[src/rtl/seq_alu_pkg.sv]
// -----------------------------------------------------------------------------
// seq_alu_pkg
// Shared definitions for the sequential ALU: operation encodings, the
// control FSM state type and the value driven for illegal operations.
// Imported by seq_alu and seq_alu_mul.
// -----------------------------------------------------------------------------
package seq_alu_pkg;

    // Operation codes. Codes 9..15 are illegal. Code 8 (MUL) is illegal
    // too when the multiplier is not compiled in.
    typedef enum logic [3:0] {
        OP_ADD  = 4'd0,
        OP_XOR  = 4'd1,
        OP_AND  = 4'd2,
        OP_RSL  = 4'd3,
        OP_MOV  = 4'd4,
        OP_LD   = 4'd5,
        OP_ST   = 4'd6,
        OP_BLQZ = 4'd7,
        OP_MUL  = 4'd8
    } alu_op_t;

    // Control FSM states.
    typedef enum logic [1:0] {
        ST_IDLE = 2'd0,
        ST_MUL  = 2'd1,
        ST_DONE = 2'd2
    } seq_alu_state_t;

    // Result value presented for an illegal operation (zero flag follows).
    localparam int unsigned ALU_ILLEGAL_RESULT = 0;

endpackage : seq_alu_pkg

[src/rtl/seq_alu_mul.sv]
// -----------------------------------------------------------------------------
// seq_alu_mul
// Iterative shift-add multiplier, one multiplier bit per clock.
// A one-cycle 'start' pulse captures a and b. WIDTH step cycles follow;
// 'done' is high during the last step, and 'product' then carries the
// complete 2*WIDTH-bit product so the caller can register it on that edge.
//
// Ports:
//   clk, rst_n  clock, asynchronous active-low reset
//   start       capture operands and begin (ignored while busy)
//   a, b        WIDTH-bit unsigned operands
//   done        final step in progress; product is valid this cycle
//   product     2*WIDTH-bit product (meaningful only while done is high)
// -----------------------------------------------------------------------------
module seq_alu_mul
    import seq_alu_pkg::*;
#(
    parameter int WIDTH = 8
) (
    input  logic               clk,
    input  logic               rst_n,
    input  logic               start,
    input  logic [WIDTH-1:0]   a,
    input  logic [WIDTH-1:0]   b,
    output logic               done,
    output logic [2*WIDTH-1:0] product
);

    localparam int CNT_W = $clog2(WIDTH) + 1;

    logic [2*WIDTH-1:0] acc_q,    acc_d;
    logic [2*WIDTH-1:0] mcand_q,  mcand_d;
    logic [WIDTH-1:0]   mplier_q, mplier_d;
    logic [CNT_W-1:0]   cnt_q,    cnt_d;
    logic               busy_q,   busy_d;
    logic [2*WIDTH-1:0] step_sum;

    always_comb begin
        // NOTE: every variable gets a default first so no path leaves it
        // unassigned; otherwise synthesis infers a latch.
        acc_d    = acc_q;
        mcand_d  = mcand_q;
        mplier_d = mplier_q;
        cnt_d    = cnt_q;
        busy_d   = busy_q;

        // Add the shifted multiplicand when the current multiplier LSB is set.
        step_sum = acc_q + (mplier_q[0] ? mcand_q : '0);
        done     = busy_q && (cnt_q == CNT_W'(WIDTH - 1));
        product  = step_sum;

        if (start && !busy_q) begin
            acc_d    = '0;
            mcand_d  = {{WIDTH{1'b0}}, a};
            mplier_d = b;
            cnt_d    = '0;
            busy_d   = 1'b1;
        end else if (busy_q) begin
            acc_d    = step_sum;
            mcand_d  = mcand_q << 1;
            mplier_d = mplier_q >> 1;
            cnt_d    = cnt_q + CNT_W'(1);
            if (done) begin
                busy_d = 1'b0;
            end
        end
    end

    // NOTE: the datapath registers are reset along with the control bits.
    // They are few, and a known value keeps an aborted multiply from
    // leaving stale partial sums behind.
    always_ff @(posedge clk or negedge rst_n) begin
        if (!rst_n) begin
            acc_q    <= '0;
            mcand_q  <= '0;
            mplier_q <= '0;
            cnt_q    <= '0;
            busy_q   <= 1'b0;
        end else begin
            // NOTE: non-blocking assignments, so every flop samples its
            // pre-edge value regardless of statement order.
            acc_q    <= acc_d;
            mcand_q  <= mcand_d;
            mplier_q <= mplier_d;
            cnt_q    <= cnt_d;
            busy_q   <= busy_d;
        end
    end

endmodule : seq_alu_mul

[src/rtl/seq_alu.sv]
// -----------------------------------------------------------------------------
// seq_alu
// Handshaked ALU between register-file read and writeback. Each accepted
// operation is executed and its result, carry, zero and branch flag are
// registered behind a valid/ready output stage. A stalled consumer holds
// the result stable and backpressures issue through in_ready.
//
// Optional feature: define SEQ_ALU_MUL_EN to compile in the iterative
// multiplier (op 8, latency WIDTH+1). Without it, op 8 is illegal.
//
// Parameters:
//   WIDTH      operand/result width, power of two, >= 4
// Ports:
//   clk, rst_n          clock, asynchronous active-low reset
//   in_valid/in_ready   operation handshake (accept = in_valid && in_ready)
//   op, a, b            operation code and operands, captured at accept
//   out_valid/out_ready result handshake
//   result              registered result
//   carry               ADD carry-out / MUL high-half nonzero, else 0
//   zero                result == 0
//   jump_flag           BLQZ taken (signed a <= 0)
// -----------------------------------------------------------------------------
module seq_alu
    import seq_alu_pkg::*;
#(
    parameter int WIDTH = 8
) (
    input  logic             clk,
    input  logic             rst_n,
    input  logic             in_valid,
    output logic             in_ready,
    input  logic [3:0]       op,
    input  logic [WIDTH-1:0] a,
    input  logic [WIDTH-1:0] b,
    output logic             out_valid,
    input  logic             out_ready,
    output logic [WIDTH-1:0] result,
    output logic             carry,
    output logic             zero,
    output logic             jump_flag
);

    localparam int SHW = $clog2(WIDTH);

    seq_alu_state_t   state_q,  state_d;
    logic [WIDTH-1:0] result_q, result_d;
    logic             carry_q,  carry_d;
    logic             zero_q,   zero_d;
    logic             jump_q,   jump_d;

    alu_op_t          op_e;
    logic             accept;
    logic             is_mul;

    logic [WIDTH-1:0] alu_result;
    logic             alu_carry;
    logic             alu_jump;
    logic [WIDTH:0]   sum;
    logic [WIDTH-1:0] rot;
    logic [SHW-1:0]   sh;
    logic [SHW-1:0]   src_idx;

    assign op_e = alu_op_t'(op);

    // -------------------------------------------------------------------------
    // Single-cycle operation decode
    // -------------------------------------------------------------------------
    always_comb begin
        alu_result = WIDTH'(ALU_ILLEGAL_RESULT);
        alu_carry  = 1'b0;
        alu_jump   = 1'b0;
        sum        = {1'b0, a} + {1'b0, b};

        // Rotate left by b mod WIDTH: result[i] = a[(i - sh) mod WIDTH].
        // The SHW-bit index subtraction wraps modulo WIDTH for free.
        sh      = b[SHW-1:0];
        src_idx = '0;
        rot     = '0;
        for (int i = 0; i < WIDTH; i++) begin
            src_idx = SHW'(i) - sh;
            rot[i]  = a[src_idx];
        end

        case (op_e)
            OP_ADD: begin
                alu_result = sum[WIDTH-1:0];
                alu_carry  = sum[WIDTH];
            end
            OP_XOR:        alu_result = a ^ b;
            OP_AND:        alu_result = a & b;
            OP_RSL:        alu_result = rot;
            OP_MOV, OP_LD: alu_result = b;
            OP_ST:         alu_result = a;
            OP_BLQZ: begin
                alu_result = '0;
                alu_jump   = (a == '0) || a[WIDTH-1];
            end
            default: ;  // illegal (and MUL, which takes the multi-cycle path)
        endcase
    end

    // -------------------------------------------------------------------------
    // Optional multiplier
    // -------------------------------------------------------------------------
`ifdef SEQ_ALU_MUL_EN
    logic               mul_done;
    logic [2*WIDTH-1:0] mul_product;

    assign is_mul = (op_e == OP_MUL);

    seq_alu_mul #(
        .WIDTH (WIDTH)
    ) u_mul (
        .clk     (clk),
        .rst_n   (rst_n),
        .start   (accept && is_mul),
        .a       (a),
        .b       (b),
        .done    (mul_done),
        .product (mul_product)
    );
`else
    assign is_mul = 1'b0;
`endif

    // -------------------------------------------------------------------------
    // Control FSM: next state and result-register loads
    // -------------------------------------------------------------------------
    always_comb begin
        in_ready = (state_q == ST_IDLE) || ((state_q == ST_DONE) && out_ready);
        accept   = in_valid && in_ready;

        state_d  = state_q;
        result_d = result_q;
        carry_d  = carry_q;
        zero_d   = zero_q;
        jump_d   = jump_q;

        case (state_q)
            ST_IDLE, ST_DONE: begin
                if (accept) begin
                    if (is_mul) begin
                        state_d = ST_MUL;
                    end else begin
                        state_d  = ST_DONE;
                        result_d = alu_result;
                        carry_d  = alu_carry;
                        zero_d   = (alu_result == '0);
                        jump_d   = alu_jump;
                    end
                end else if ((state_q == ST_DONE) && out_ready) begin
                    state_d = ST_IDLE;
                end
            end
`ifdef SEQ_ALU_MUL_EN
            ST_MUL: begin
                if (mul_done) begin
                    state_d  = ST_DONE;
                    result_d = mul_product[WIDTH-1:0];
                    carry_d  = |mul_product[2*WIDTH-1:WIDTH];
                    zero_d   = (mul_product[WIDTH-1:0] == '0);
                    jump_d   = 1'b0;
                end
            end
`endif
            default: state_d = ST_IDLE;
        endcase
    end

    always_ff @(posedge clk or negedge rst_n) begin
        if (!rst_n) begin
            state_q  <= ST_IDLE;
            result_q <= '0;
            carry_q  <= 1'b0;
            zero_q   <= 1'b0;
            jump_q   <= 1'b0;
        end else begin
            state_q  <= state_d;
            result_q <= result_d;
            carry_q  <= carry_d;
            zero_q   <= zero_d;
            jump_q   <= jump_d;
        end
    end

    assign out_valid = (state_q == ST_DONE);
    assign result    = result_q;
    assign carry     = carry_q;
    assign zero      = zero_q;
    assign jump_flag = jump_q;

endmodule : seq_alu
[config.mk]
export PLATFORM = sky130hd
export DESIGN_NAME = seq_alu
export DESIGN_NICKNAME = d
export VERILOG_FILES = /design/src/rtl/seq_alu_pkg.sv /design/src/rtl/seq_alu_mul.sv /design/src/rtl/seq_alu.sv
export SDC_FILE = /design/constraint.sdc
export NUM_CORES = 1
export LEC_CHECK = 0
export CAP_MARGIN = 20
export CORE_UTILIZATION = 40
export CTS_CLUSTER_SIZE = 16
export DETAILED_ROUTE_END_ITERATION = 10
export DONT_BUFFER_PORTS = 1
export GPL_ROUTABILITY_DRIVEN = 0
export PLACE_DENSITY = 0.65
export SLEW_MARGIN = 25
export SYNTH_ARGS = -nofsm -noshare
export SYNTH_HDL_FRONTEND = slang
export SYNTH_SLANG_ARGS = --single-unit
[constraint.sdc]
create_clock -name clk -period 3.2 [get_ports clk]
set_input_delay 0.48 -clock clk [delete_from_list [all_inputs] [get_ports clk]]
set_output_delay 0.48 -clock clk [all_outputs]
set_load 0.005 [all_outputs]
==> results.sh, run 1 <==
export IMPL_p_sw_share_pct=30.2
export IMPL_fin_setup_tns_ns=0
export IMPL_worstSetupEndpointType="flop"
export IMPL_syn_inst=178
export IMPL_core_area_um2=3770
export IMPL_layout_drive_gt1_share_pct=12.1
export IMPL_ys_ff_latch=12
export IMPL_synthArstFlopShare_pct=100
export IMPL_dr_pass1_iters=4
export IMPL_fmax_mhz=447
export IMPL_ys_flop_type="dfrtp_1"
export IMPL_reg2reg_setup_slack_ns=1.31
export IMPL_grt_max_degree=18
export IMPL_power_density_nw_per_um2=317
export IMPL_drtAntennaViolNets=0
export IMPL_htreeDepth=1
export IMPL_worstPathArrival_ns=2.37
export IMPL_max_slew_margin_rel_pct=41.6
export IMPL_io_buffers=0
export IMPL_drc=0
export IMPL_fp_dieW_um=65.6
export IMPL_synth_edf_count=0
export IMPL_fin_crit_ns=2.24
export IMPL_antenna_found_initial=0
export IMPL_yosysTopAreaCellShare_pct=18.5
export IMPL_vias=1482
export IMPL_pwr_share_comb_pct=35.6
export IMPL_multiInputGateArea_um2=1240
export IMPL_cts_tree="done"
export IMPL_syn2layout_area_growth_pct=4.48
export IMPL_setup_violations=0
export IMPL_power_uw=536
export IMPL_synth_top_area_cell="dfrtp_1"
export IMPL_cts_made_buffers=3
export IMPL_status="finished, final reports clean"
export IMPL_max_cap_violations=0
export IMPL_grt_pass1_wl_mm=7.05
export IMPL_synth_seq_area_share_pct=18.5
export IMPL_seq_power_share_pct=34.5
export IMPL_routed_via_density=6.71
export IMPL_synth_cell_type_count=46
export IMPL_drt_initial_drc_count=116
export IMPL_cp_start_kind="input pin"
export IMPL_ys_warn_count=0
export IMPL_grtUsageTotal_pct=21.2
export IMPL_path_clk_slew_ns=0.05
export IMPL_post_drt_wl_per_cell_um=19.3
export IMPL_period_share_pct=70.0
export IMPL_fin_nets=209
export IMPL_drv_slew=0
export IMPL_peakVddDrop_v=0.0000972
export IMPL_die_h_um=65.6
export IMPL_wl_mm=4.27
export IMPL_register_area_um2=300
export IMPL_gr_total_overflow=0
export IMPL_postCtsSetupRepairBufs=0
export IMPL_p_sw_uw=162
export IMPL_worstMarginPinSlew_ns=0.870
export IMPL_synthTopCellsByArea="dfrtp_1 19%, mux4_1 9.7%, ha_1 7.7%, mux4_2 5.6%, mux2i_1 4.9%"
export IMPL_clock_path_buffers=2
export IMPL_crit_required_ns=3.33
export IMPL_worst_path_max_fanout=13
export IMPL_cts_sinks=12
export IMPL_rows=22
export IMPL_fillers=363
export IMPL_power_leakage_nw=0.680
export IMPL_finClkSkew_ns=0.00372
export IMPL_clock_root_buffer="clkbuf_8"
export IMPL_dieArea_um2=4310
export IMPL_power_frac_clock_pct=29.8
export IMPL_grt_pass1_vias=1483
export IMPL_synth_area_um2=1620
export IMPL_path_class="in2reg"
export IMPL_final_hold_viol_count=0
export IMPL_hold_class="in2reg"
export IMPL_io_pin_count=37
export IMPL_synth_area_per_cell_um2=9.10
export IMPL_start_util_pct=43.0
export IMPL_power_internal_uw=374
export IMPL_syn_nets=213
export IMPL_cts_repair_resized=0
export IMPL_rsz0062_at_grt="false"
export IMPL_dp_hpwl_mm=3.25
export IMPL_clk_latency_ns=0.24
export IMPL_antenna_cells=0
-- flip-flops by register name, summed over array words and instances, names as in the netlist --
| name | cells |
|---|---|
| state_q | 1 |
| carry | 1 |
| jump_flag | 1 |
| result | 8 |
| zero | 1 |
-- repair_timing --
item / in CTS / in global routing
setup endpoints to repair: 0 / 0
hold buffers: 1 / 0
endpoints found under the hold margin: 12 / 0
-- power groups by stage --
stage | Combinational (mW) | Clock, mW | Sequential, mW
floorplan | 0.166 | 0 | 0.184
global placement | 0.180 | 0 | 0.187
detailed placement | 0.184 | 0 | 0.188
CTS | 0.189 | 0.165 | 0.186
global route | 0.210 | 0.172 | 0.188
finish | 0.191 | 0.160 | 0.185
-- kinds of logic after synthesis --
group,synth area share (%)
xor gates and xnor gates,3.78
AOI/OAI and AO/OA,20.8
DFF,18.5
buffers and inverters,5.10
and+or+nand+nor,17.8
muxes,25.1
adders and majority gates,8.96
-- synth_stat cells, types with 2 or more instances --
master    instances
nand2b_1          2
nor3_1            5
a21oi_1          13
nor2b_1           3
a22oi_1           7
clkbuf_1          2
xor2_1            3
ha_1             10
or4_1             2
a22o_1            2
nand3_1          10
mux4_1            6
o211ai_1          2
mux2i_1           8
inv_1             8
xnor2_1           4
nand2_1          15
nor2_1            8
o21ai_0          11
mux2_2            7
mux4_2            4
o22ai_1           2
buf_2             5
nor3b_1           2
a211oi_1          2
o22a_1            2
nor4_2            2
dfrtp_1          12
nand4_1           2
-- through the flow --
step / cells / hold WS [ns] / utilization, % / area [um^2] / setup WS, ns
finish: 221 / 0.356 / 44.9 / 1690 / 0.961
global route: 221 / 0.352 / 44.9 / 1690 / 0.854
CTS: 221 / 0.347 / 44.9 / 1690 / 0.971
detailed placement: 216 / 0.185 / 43.2 / 1630 / 0.725
global placement: 216 / 0.185 / 43.2 / 1630 / 0.808
floorplan: 178 / 0.184 / - / 1620 / 0.678
-- metal layers --
layer | vias up | track usage, % | wire length (um)
met4 | 0 | 8.70 | 68
met2 | 73 | 34.7 | 2090
met5 | - | 0 | 0
met3 | 6 | 3.99 | 329
met1 | 719 | 27.1 | 1780
li1 | 684 | - | -
-- worst max-delay path, cell delays in order --
cell and delay [ns]:
inv_1 0.05, ha_1 0.37, mux4_1 0.59, mux2i_1 0.17, nor2_1 0.07, nor4_2 0.21, nand4_1 0.15, o41ai_2 0.29
-- area by class of cell --
cell class | instances | share of cell area (%)
multi-input combinational | 148 | 73.1
sequential | 12 | 17.7
tap | 48 | 3.55
clock buffer | 4 | 3.25
inverter | 8 | 1.77
timing repair buffer | 1 | 0.591
-- path summary, 6_finish.rpt --
path | from | endpoint | cells past startpoint
worst max register to register | state_q[1]$_DFFE_PN0P_ | zero$_DFFE_PN0P_ | 5
worst min register to register | result[1]$_DFFE_PN0P_ | result[1]$_DFFE_PN0P_ | 2
worst min-delay path | in_valid | state_q[1]$_DFFE_PN0P_ | 1
worst max-delay path | b[1] | zero$_DFFE_PN0P_ | 8
min in group asynchronous | rst_n | result[1]$_DFFE_PN0P_ | 1
max in group asynchronous | rst_n | result[4]$_DFFE_PN0P_ | 1
-- cell usage in the layout, fill, tap and decap left out, types with 6 or more instances in the layout --
cell	count
a22oi_1	7
nand3_1	10
ha_1	10
mux4_1	6
inv_1	8
nor2_1	8
a21oi_1	13
dfrtp_1	12
o21ai_0	11
mux2i_1	8
nand2_1	15
mux2_2	7
No activity file was read; power rests on OpenSTA's default activity.
==> run 2, diff against run 1 <==
==> constraint.sdc (replaced) <==
create_clock -name clk -period 2.2 [get_ports clk]
set_input_delay 0.33 -clock clk [delete_from_list [all_inputs] [get_ports clk]]
set_output_delay 0.33 -clock clk [all_outputs]
set_load 0.005 [all_outputs]
==> run 2 against run 1 <==
  * Routed wire length fell by 1.7%
  * Sequential share of layout area down 0.40 points
  * Register-to-register slack got worse by 0.62 ns
  * Largest cell class unchanged
  * Highest routed layer unchanged
==> results.sh, run 2 (synthesis results as in run 1) <==
export IMPL_regToRegEndpoint="zero$_DFFE_PN0P_"
export IMPL_p_sw_share_pct=30.6
export IMPL_crit_chain="inv_2 -> ha_4 -> mux4_1 -> mux2i_1 -> o21ai_0 -> a31o_2 -> o41ai_2"
export IMPL_worstPathArrival_ns=2.15
export IMPL_post_drt_wl_per_cell_um=18.6
export IMPL_clk_latency_ns=0.24
export IMPL_crit_slowest_cell="mux4_1"
export IMPL_crit_cells=7
export IMPL_cp_start_kind="input pin"
export IMPL_rr_worst_depth=5
export IMPL_fin_setup_tns_ns=0
export IMPL_crit_start="b[1]"
export IMPL_seq_power_share_pct=33.8
export IMPL_max_cap_violations=0
export IMPL_power_internal_uw=553
export IMPL_dieArea_um2=4310
export IMPL_htreeDepth=1
export IMPL_worst_path_max_fanout=13
export IMPL_largest_register_ffs=8
export IMPL_reg2reg_setup_slack_ns=0.69
export IMPL_fmax_mhz=499
export IMPL_antenna_cells=0
export IMPL_grt_pass1_vias=1442
export IMPL_antenna_found_initial=0
export IMPL_io_pin_count=37
export IMPL_fp_dieW_um=65.6
export IMPL_power_density_nw_per_um2=460
export IMPL_fin_crit_ns=2.00
export IMPL_layout_drive_gt1_share_pct=16.4
export IMPL_final_common_cell="nand2_1"
export IMPL_pwr_share_comb_pct=36.3
export IMPL_io_buffers=0
export IMPL_syn2layout_area_growth_pct=6.87
export IMPL_drtAntennaViolNets=0
export IMPL_cts_tree="done"
export IMPL_rsz0062_at_grt="false"
export IMPL_p_sw_uw=244
export IMPL_cts_sinks=12
export IMPL_clock_root_buffer="clkbuf_8"
export IMPL_place_ws_ns=-0.0448
export IMPL_cts_made_buffers=3
export IMPL_placed_area_um2=1670
export IMPL_drc=0
export IMPL_crit_buf_inv=1
export IMPL_dp_hpwl_mm=3.34
export IMPL_die_h_um=65.6
export IMPL_hold_class="in2reg"
export IMPL_power_leakage_nw=0.693
export IMPL_wl_mm=4.19
export IMPL_fin_area_um2=1730
export IMPL_r2r_start="state_q[1]$_DFFE_PN0P_"
export IMPL_gr_total_overflow=0
export IMPL_grt_pass1_wl_mm=6.82
export IMPL_core_area_um2=3770
export IMPL_grt_max_degree=17
export IMPL_fin_nets=213
export IMPL_worstMarginPinSlew_ns=0.797
export IMPL_clock_path_buffers=2
export IMPL_hold_ws_ns=0.190
export IMPL_slowest_delay_ns=0.60
export IMPL_path_class="in2reg"
export IMPL_path_delay_family="multiplexers"
export IMPL_worstSetupEndpointType="flop"
export IMPL_final_hold_viol_count=0
export IMPL_path_clk_slew_ns=0.05
export IMPL_vias=1491
export IMPL_drt_initial_drc_count=87
export IMPL_finClkSkew_ns=0.00260
export IMPL_power_frac_clock_pct=29.9
export IMPL_period_share_pct=91.0
export IMPL_timing_final_ws_setup_ns=0.198
export IMPL_fillers=372
export IMPL_start_util_pct=43.0
export IMPL_peakVddDrop_v=0.000150
export IMPL_multiInputGateArea_um2=1250
export IMPL_drv_slew=0
export IMPL_setup_violations=0
export IMPL_critPathCapture="zero$_DFFE_PN0P_"
export IMPL_crit_required_ns=2.34
export IMPL_routed_via_density=6.63
export IMPL_rows=22
export IMPL_dr_pass1_iters=4
export IMPL_register_area_um2=300
export IMPL_final_cell_mix="15 x nand2_1, 13 x a21oi_1, 12 x dfrtp_1"
export IMPL_grtUsageTotal_pct=20.6
export IMPL_power_uw=797
export IMPL_max_slew_margin_rel_pct=46.4
export IMPL_status="finished, final reports clean"
[run 2: changes by cell type in the layout (fill, tap and decap cells not counted)]
cell and change:
buf_4 +4, mux4_2 +1, inv_1 -2, mux4_1 -1, ha_1 -1, inv_2 +2, ha_4 +1
[run 2: worst min-delay path by stage]
stage	depth (start not counted)	to	startpoint	slack [ns]
after floorplan	0	carry$_DFFE_PN0P_	rst_n	0.03
after global placement	0	result[2]$_DFFE_PN0P_	rst_n	0.03
after detailed placement	0	zero$_DFFE_PN0P_	rst_n	0.03
after CTS	1	carry$_DFFE_PN0P_	op[0]	0.18
after global routing	1	carry$_DFFE_PN0P_	op[0]	0.19
final	1	carry$_DFFE_PN0P_	op[0]	0.19
[run 2: power by group through the flow]
stage	registers, mW	logic (mW)	clock network, mW
floorplan	0.268	0.247	0
global placement	0.272	0.272	0
detailed placement	0.274	0.281	0
CTS	0.270	0.288	0.249
global route	0.274	0.316	0.251
finish	0.269	0.289	0.238
[run 2: metrics by stage]
step / instances / utilization, %
floorplan: 178 / -
global placement: 220 / 44.2
detailed placement: 220 / 44.2
CTS: 225 / 45.9
global route: 225 / 45.9
finish: 225 / 45.9
[run 2: per-layer routing]
| layer | track usage (%) | vias to the layer above | part of all wire [%] |
|---|---|---|---|
| met5 | 0 | - | 0 |
| met4 | 10.3 | 0 | 2.6 |
| met3 | 2.78 | 13 | 8.5 |
| met2 | 33.5 | 83 | 46 |
| met1 | 26.3 | 705 | 43 |
| li1 | - | 690 | - |
[run 2: layout make-up]
class | instances | share of cell area (%)
flip-flops and latches | 12 | 17.3
multi-input cells | 148 | 72.0
clock buffers | 4 | 3.18
inverters | 8 | 1.73
well taps | 48 | 3.47
repair buffers | 5 | 2.31
[run 2: repair_timing]
action,in CTS,in global routing
endpoints found under the hold margin,12,0
endpoints found under the setup margin,0,0
gates resized for setup,0,0
buffers inserted,0,0
hold buffers,1,0
==> run 3, diff against run 2 <==
--- a/config.mk
+++ b/config.mk
@@ -7,11 +7,12 @@
 export LEC_CHECK = 0
 export CAP_MARGIN = 20
 export CORE_UTILIZATION = 40
-export CTS_CLUSTER_SIZE = 16
+export CTS_BUF_LIST = sky130_fd_sc_hd__clkbuf_8
+export CTS_CLUSTER_SIZE = 40
 export DETAILED_ROUTE_END_ITERATION = 10
 export DONT_BUFFER_PORTS = 1
 export GPL_ROUTABILITY_DRIVEN = 0
-export PLACE_DENSITY = 0.65
+export PLACE_DENSITY_LB_ADDON = 0.1
 export SLEW_MARGIN = 25
 export SYNTH_ARGS = -nofsm -noshare
 export SYNTH_HDL_FRONTEND = slang
==> run 3 against run 2 <==
  * Die area did not move
  * Sequential power hardly changed
  * Hold slack improved by 0.0017 ns
  * Via count fell by 4.5%
  * Critical path depth rose by 1
  * Power decreased by 1.3%
  * First-iteration DRC count shrank 13%
  * Clock skew down 0.0018 ns
  * Critical path type unchanged
  * Largest power group unchanged
==> results.sh, run 3 (synthesis results as in run 1) <==
export IMPL_status="finished, final reports clean"
export IMPL_worstSetupEndpointType="flop"
export IMPL_largest_register_ffs=8
export IMPL_drt_initial_drc_count=76
export IMPL_post_drt_wl_per_cell_um=19.1
export IMPL_die_h_um=65.6
export IMPL_worstMarginPinSlew_ns=0.821
export IMPL_max_cap_violations=0
export IMPL_worstPathArrival_ns=2.10
export IMPL_fmax_mhz=510
export IMPL_crit_buf_inv=1
export IMPL_rsz0062_at_grt="false"
export IMPL_place_ws_ns=-0.0386
export IMPL_wl_met3_um=253
export IMPL_grt_pass1_wl_mm=7.20
export IMPL_path_class="in2reg"
export IMPL_drc=0
export IMPL_final_cell_mix="15 x nand2_1, 13 x a21oi_1, 12 x dfrtp_1"
export IMPL_final_hold_viol_count=0
export IMPL_grtUsageTotal_pct=21.7
export IMPL_io_buffers=0
export IMPL_wl_mm=4.29
export IMPL_vias=1424
export IMPL_power_leakage_nw=0.693
export IMPL_path_delay_family="multiplexers"
export IMPL_setup_violations=0
export IMPL_grt_pass1_vias=1416
export IMPL_gr_total_overflow=0
export IMPL_dr_pass1_iters=5
export IMPL_core_area_um2=3770
export IMPL_register_area_um2=300
export IMPL_hold_class="in2reg"
export IMPL_fp_dieW_um=65.6
export IMPL_period_share_pct=89.2
export IMPL_crit_chain="inv_2 -> ha_4 -> mux4_2 -> mux2i_1 -> nor2_1 -> nor4_2 -> nand4_1 -> o41ai_2"
export IMPL_drv_slew=0
export IMPL_fin_setup_tns_ns=0
export IMPL_antenna_found_initial=0
export IMPL_drtAntennaViolNets=0
export IMPL_power_density_nw_per_um2=454
export IMPL_cts_tree="done"
export IMPL_max_slew_margin_rel_pct=44.8
export IMPL_final_common_cell="nand2_1"
export IMPL_slowest_delay_ns=0.50
export IMPL_dieArea_um2=4310
export IMPL_clock_path_buffers=2
export IMPL_clk_latency_ns=0.24
export IMPL_fillers=373
export IMPL_routed_via_density=6.33
export IMPL_routed_wl_met2_mm=2.09
export IMPL_crit_slowest_cell="mux4_2"
export IMPL_antenna_cells=0
export IMPL_htreeDepth=1
export IMPL_cts_sinks=12
export IMPL_crit_required_ns=2.34
export IMPL_cp_start_kind="input pin"
export IMPL_clock_root_buffer="clkbuf_8"
export IMPL_worst_path_max_fanout=14
export IMPL_cts_made_buffers=3
export IMPL_finClkSkew_ns=0.000788
export IMPL_fin_crit_ns=1.96
export IMPL_io_pin_count=37
export IMPL_multiInputGateArea_um2=1250
export IMPL_peakVddDrop_v=0.000181
export IMPL_start_util_pct=43.0
export IMPL_timing_final_ws_setup_ns=0.238
export IMPL_path_clk_slew_ns=0.05
export IMPL_dp_hpwl_mm=3.37
export IMPL_dr_max_layer_used="met4"
export IMPL_rows=22
export IMPL_layout_drive_gt1_share_pct=16.4
export IMPL_syn2layout_area_growth_pct=6.87
export IMPL_wl_met1_mm=1.87
export IMPL_grt_max_degree=17
export IMPL_fin_nets=213
## run 3: worst reg2reg max path, stage by stage, from the launching register on
cell      delay, ns
dfrtp_1        0.38
nand2b_1       0.17
nand2_1        0.13
nor4_2         0.34
nand4_1        0.15
o41ai_2        0.27
## run 3: metal layers
metal	vias up	global-route usage [%]
li1	692	-
met1	665	31.1
met2	61	35.5
met3	6	0.868
met4	0	5.43
met5	-	0
## run 3: stage by stage
stage               hold slack (ns)  std cells  instance area, um^2  power [mW]  utilization (%)
CTS                           0.186        225                 1730       0.799             45.9
global route                  0.188        225                 1730       0.844             45.9
finish                        0.192        225                 1730       0.786             45.9
detailed placement           0.0346        220                 1670       0.553             44.2
global placement             0.0347        220                 1670       0.548             44.2
floorplan                    0.0344        178                 1640       0.515                -
## run 3: area by class of cell
class / count / share of cell area, %
well taps: 48 / 3.47
multi-input cells: 148 / 72.0
flip-flops and latches: 12 / 17.3
repair buffers: 5 / 2.31
clock buffers: 4 / 3.18
inverters: 8 / 1.73
## run 3: path summary, 6_finish.rpt
kind	from	end	slack (ns)	depth (start not counted)
max in group asynchronous	rst_n	result[2]$_DFFE_PN0P_	1.34	1
max	b[0]	zero$_DFFE_PN0P_	0.24	8
min reg2reg	result[7]$_DFFE_PN0P_	result[7]$_DFFE_PN0P_	0.50	2
max reg2reg	state_q[1]$_DFFE_PN0P_	zero$_DFFE_PN0P_	0.66	5
min in group asynchronous	rst_n	result[5]$_DFFE_PN0P_	0.51	1
min	op[0]	carry$_DFFE_PN0P_	0.19	1
## run 3: timing repair
item	in CTS	in global routing
buffers inserted	0	0
hold endpoints to repair	12	0
resized for setup	0	0
hold buffers	1	0
## run 3: report_power, final
part	internal, mW	switching (mW)
sequential	0.249	0.0200
clock	0.158	0.0744
combinational	0.146	0.140
